$ cat config.mk
export PLATFORM = sky130hd
export DESIGN_NAME = ir_key_event
export DESIGN_NICKNAME = d
export VERILOG_FILES = /design/src/rtl/ir_key_event.sv
export SDC_FILE = /design/constraint.sdc
export NUM_CORES = 1
export LEC_CHECK = 0
export CAP_MARGIN = 30
export CORE_MARGIN = 1.5
export CORE_UTILIZATION = 57
export CTS_BUF_LIST = sky130_fd_sc_hd__clkbuf_16
export DETAILED_ROUTE_END_ITERATION = 8
export PLACE_DENSITY = 0.85
export SETUP_SLACK_MARGIN = 0.02
export SYNTH_ARGS = -nofsm -noshare
export SYNTH_HDL_FRONTEND = slang
export SYNTH_SLANG_ARGS = --single-unit
$ cat constraint.sdc
create_clock -name CLK_50M -period 4.7 [get_ports CLK_50M]
set_clock_uncertainty 0.05 [all_clocks]
set_input_delay 0.94 -clock CLK_50M [delete_from_list [all_inputs] [get_ports CLK_50M]]
set_output_delay 0.94 -clock CLK_50M [all_outputs]
set_load 0.02 [all_outputs]
$ cat src/rtl/ir_key_event.sv
// rtl/ir_key_event.sv - NEC key-event tracker: frame check, hold timer FSM, 4-deep FWFT event FIFO
// Optional macro IR_ADDR_FILTER_EN: also check address complement and accept only ADDR_MATCH.
module ir_key_event #(
  parameter int unsigned HOLD_CYCLES = 6_000_000,
  parameter logic [7:0]  ADDR_MATCH  = 8'h00
) (
  input  logic        CLK_50M,
  input  logic        rst,
  input  logic [31:0] ir_data,
  input  logic        ir_stb,
  output logic        evt_valid,
  input  logic        evt_ready,
  output logic [16:0] evt_data,
  output logic        key_down,
  output logic        key_release,
  output logic [7:0]  err_cnt,
  output logic        ovf,
  input  logic        clr
);

  localparam int unsigned TW = (HOLD_CYCLES > 1) ? $clog2(HOLD_CYCLES) : 1;

  typedef enum logic {IDLE, HELD} state_t;

  state_t        state;
  logic [TW-1:0] timer;
  logic [15:0]   last_key;
  logic          chk_vld;
  logic [31:0]   chk_data;
  logic [16:0]   mem [4];
  logic [1:0]    wr_ptr;
  logic [1:0]    rd_ptr;
  logic [2:0]    count;

  logic [7:0]  f_addr;
  logic [7:0]  f_cmd;
  logic        frame_bad;
  logic        frame_take;
  logic        is_rep;
  logic        pop;
  logic        full;
  logic        push_ok;
  logic        drop;

  assign f_addr = chk_data[7:0];
  assign f_cmd  = chk_data[23:16];

`ifdef IR_ADDR_FILTER_EN
  always_comb begin
    frame_bad  = chk_vld && ((chk_data[31:24] != ~f_cmd) || (chk_data[15:8] != ~f_addr));
    frame_take = chk_vld && !frame_bad && (f_addr == ADDR_MATCH);
  end
`else
  logic unused_addr_bits;
  assign unused_addr_bits = ^{chk_data[15:8], ADDR_MATCH};

  always_comb begin
    frame_bad  = chk_vld && (chk_data[31:24] != ~f_cmd);
    frame_take = chk_vld && !frame_bad;
  end
`endif

  assign is_rep    = (state == HELD) && ({f_addr, f_cmd} == last_key);
  assign evt_valid = (count != 3'd0);
  assign evt_data  = mem[rd_ptr];
  assign key_down  = (state == HELD);
  assign pop       = evt_valid && evt_ready;
  assign full      = (count == 3'd4);
  // A pop on the same edge frees the slot, so a full FIFO can still accept.
  assign push_ok   = frame_take && (!full || pop);
  assign drop      = frame_take && full && !pop;

  always_ff @(posedge CLK_50M) begin
    if (rst) begin
      state       <= IDLE;
      timer       <= '0;
      last_key    <= '0;
      chk_vld     <= 1'b0;
      chk_data    <= '0;
      wr_ptr      <= '0;
      rd_ptr      <= '0;
      count       <= '0;
      key_release <= 1'b0;
      err_cnt     <= '0;
      ovf         <= 1'b0;
      for (int i = 0; i < 4; i++) mem[i] <= '0;
    end else begin
      chk_vld     <= ir_stb;
      chk_data    <= ir_stb ? ir_data : chk_data;
      key_release <= 1'b0;

      // A valid frame outranks expiry on the same edge.
      if (frame_take) begin
        state    <= HELD;
        timer    <= TW'(HOLD_CYCLES - 1);
        last_key <= {f_addr, f_cmd};
      end else if (state == HELD) begin
        if (timer == '0) begin
          state       <= IDLE;
          key_release <= 1'b1;
        end else begin
          timer <= timer - TW'(1);
        end
      end

      if (push_ok) begin
        mem[wr_ptr] <= {is_rep, f_addr, f_cmd};
        wr_ptr      <= wr_ptr + 2'd1;
      end
      if (pop) rd_ptr <= rd_ptr + 2'd1;

      case ({push_ok, pop})
        2'b10:   count <= count + 3'd1;
        2'b01:   count <= count - 3'd1;
        default: count <= count;
      endcase

      if (clr)                                err_cnt <= {7'd0, frame_bad};
      else if (frame_bad && err_cnt != 8'hFF) err_cnt <= err_cnt + 8'd1;

      if (clr)       ovf <= 1'b0;
      else if (drop) ovf <= 1'b1;
    end
  end

endmodule

==> flow_summary.json <==
{
  "status": "finished clean",
  "finalWeightedCongestion": 0.868,
  "routed_wirelength_mm": 15.1,
  "floorplan.initialDensity_pct": 58.0,
  "fin_tns_setup_ns": 0,
  "power.density_cell_area_nw_per_um2": 350,
  "timing.critical_path.max_delay_family": "simple AND/OR/NAND/NOR gates",
  "cp-start-kind": "flop",
  "path_type_of_the_worst_setup_path": "flop to flop",
  "cp.buffers_inverters": 1,
  "max_freq_mhz": 279,
  "critical_path_cell_count": 6,
  "postSynthRegisterBits": 152,
  "die_y_um": 113,
  "synth.area.top_cells": "edfxtp_1 (30%), dfxtp_1 (24%), and2_1 (5.8%), mux4_2 (5.5%), mux2i_1 (3.9%)",
  "slew_headroom_pct": 26.8,
  "fill_cells": 868,
  "worst-r2r-cell-count": 6,
  "setup.reg_to_reg.worst_slack_ns": 1.12,
  "die_w_um": 113,
  "cts_htree_levels": 4,
  "synthDominantAreaCellType": "edfxtp_1",
  "critPathSlowestCell": "nor4_1",
  "total_power_mw": 2.84,
  "ctsHoldBuffers": 0,
  "synthesis.area_um2": 6910,
  "synth_fp_nets": 665,
  "via_count_of_the_first_global_routing_pass": 4918,
  "p_leak_nw": 2.98,
  "first_pass_grt_wire_length_mm": 24.6,
  "synthesis.instances": 624,
  "dr.first_iter.drc_count": 333,
  "place_hpwl_mm": 9.70,
  "worst_max_slew_pin_slew_ns": 1.09,
  "synth_top_cells_by_count": "dfxtp_1 (84), edfxtp_1 (68), and2_1 (64)",
  "drive_above_1_share_pct": 10.7,
  "cts_post_setup_buffers_inserted": 0,
  "port-buffer-count": 57,
  "crit_path_end_kind": "flop",
  "period_needed_ns": 3.58,
  "drv_slew": 0,
  "grt_antenna_before_repair": 0,
  "ioPinCount": 66,
  "crit_chain": "xnor2_1 -> nor4_1 -> nand4_1 -> nor4_2 -> buf_4 -> or2_2",
  "worst_path_max_fanout": 18,
  "postSynth.asyncResetShare_pct": 0,
  "ys_seq_area_share_pct": 53.9,
  "drt_drc_violations_left": 0,
  "most_frequent_cell_after_synthesis": "dfxtp_1",
  "insertedDiodeCount": 0,
  "max-vdd-ir-drop_uv": 255,
  "cts.root.buffer_cell": "clkbuf_16",
  "synth_enable_flop_cells": 68,
  "grt_max_degree": 41,
  "critical_path_arrival_ns": 3.59,
  "final_core_util_pct": 68.0,
  "max_cap_violations": 0,
  "endpoint": "mem[0][4]",
  "core_region_area_um2": 11900,
  "firstDrtPassIters": 4,
  "cts-buffers-inserted": 17,
  "total_count_of_hold_check_failures_in_the_final_report": 0,
  "crit_reg_reg_startpoint": "chk_data[18]",
  "clkLatencyLatePin_ns": 0.42,
  "r2r_end": "mem[0][4]",
  "routed_wire_length_per_instance_um": 18.2,
  "worstSetupStartpoint": "chk_data[18]",
  "post-route-period-util_pct": 76.3,
  "syn_area_per_cell_um2": 11.1,
  "area_growth_synth_to_finish_pct": 17.3,
  "antenna_left": 0,
  "ys_types": 61,
  "finalNetCount": 712,
  "synthesis.yosys.warnings": 0,
  "synth_top_area_share_pct": 29.6,
  "gr-usage-all-layers_pct": 24.8,
  "floorplan.die_area_um2": 12800,
  "predominant_post_synthesis_flop_cell": "dfxtp_1",
  "floorplan.rows": 40,
  "postCtsResizedCells": 0,
  "via_count": 5002,
  "overflow": 0,
  "clk_pin_slew_ns": 0.06,
  "tritoncts_num_sinks": 152,
  "max_stage_delay_ns": 0.79,
  "finalSetupViolCount": 0,
  "vias_per_cell": 6.02,
  "min_path_type": "flop to flop",
  "cts-root-to-sink-buffers": 2,
  "unrepaired_setup_endpoints_after_global_routing": "false",
  "timing.critical_path.required_ns": 4.71,
  "cts_tree": "yes"
}
==> tightest hold or removal path: cells and delay by family (launching register included) <==
kind / cells / cell delay (ns)
flip-flops: 1 / 0.31
AO/OA/AOI/OAI: 1 / 0.05
AND/OR/NAND/NOR: 1 / 0.06
==> per-layer routing <==
layer	global-route usage (%)	vias up	share of wire, %
met4	8.58	0	1.7
met3	5.78	27	4.7
li1	-	2368	-
met2	44.3	156	53
met1	29.4	2451	41
met5	0	-	0
==> worst min-delay path by stage <==
stage | from | endpoint | depth (start not counted)
2_1_floorplan | last_key[6] | last_key[6] | 2
3_3_place_gp | last_key[9] | last_key[9] | 2
3_5_place_dp | last_key[3] | last_key[3] | 2
4_1_cts | last_key[3] | last_key[3] | 2
5_1_grt | last_key[2] | last_key[2] | 2
6_report | last_key[11] | last_key[11] | 2
==> placed cells by master (no fill, tap or decap), types with 3 or more instances in the layout <==
master           count
a21oi_1             30
a31oi_1             13
and2_1              64
and3_1               5
buf_4               10
clkbuf_16           17
clkdlybuf4s50_1     56
clkinv_1             3
clkinv_2             4
dfxtp_1             84
edfxtp_1            68
ha_1                 3
inv_1               13
mux2i_1             27
mux4_2              17
nand2_1             46
nand3_1             15
nand4_1              6
nor2_1              44
nor2b_1              4
nor3_1              13
nor4_1              11
nor4_2               4
nor4b_1              3
o21ai_0             13
o31ai_1              5
o41ai_1              3
or3_1               17
or3_2                4
or4_1               11
xnor2_1             12
xor2_1              18
==> report_power, final <==
group / leakage, nW / internal [mW] / switching (mW)
Sequential: 1.38 / 1.41 / 0.0303
Combinational: 1.32 / 0.0644 / 0.0707
Clock: 0.280 / 0.762 / 0.501
Total: 2.98 / 2.24 / 0.602
==> area by class of cell <==
cell class | count | area (µm²) | share of cell area, %
well taps | 147 | 184 | 2.27
clock inverters | 15 | 121 | 1.50
flip-flops and latches | 152 | 3720 | 46.0
inverters | 9 | 33.8 | 0.417
multi-input cells | 424 | 2970 | 36.7
repair buffers | 67 | 641 | 7.91
clock buffers | 17 | 425 | 5.25
==> metrics by stage <==
| step | instance area (µm²) | cells | hold slack, ns | setup WS (ns) |
|---|---|---|---|---|
| final | 8100 | 831 | 0.414 | 1.12 |
| after global routing | 8100 | 831 | 0.433 | 0.866 |
| after global placement | 7560 | 799 | 0.400 | 1.15 |
| after detailed placement | 7560 | 799 | 0.408 | 1.09 |
| after floorplan | 6910 | 624 | 0.393 | 1.23 |
| after CTS | 8100 | 831 | 0.416 | 1.14 |
==> flip-flops by register name (all words and copies together) (netlist names), named ones only <==
register     flops
chk_vld          1
last_key        16
key_release      1
rd_ptr           2
wr_ptr           2
key_down         1
err_cnt          8
chk_data        24
mem             68
timer           23
count            3
ovf              1
==> logic make-up after synthesis <==
kind of cell / after synthesis / share of synthesized area (%)
and+or+nand+nor: 265 / 21.6
DFF: 152 / 53.9
AOI/OAI and AO/OA: 80 / 7.10
buffers and inverters: 48 / 3.21
muxes: 45 / 9.62
xor gates and xnor gates: 30 / 3.80
adders and majority gates: 4 / 0.833
Power figures use the tool's default switching activity.
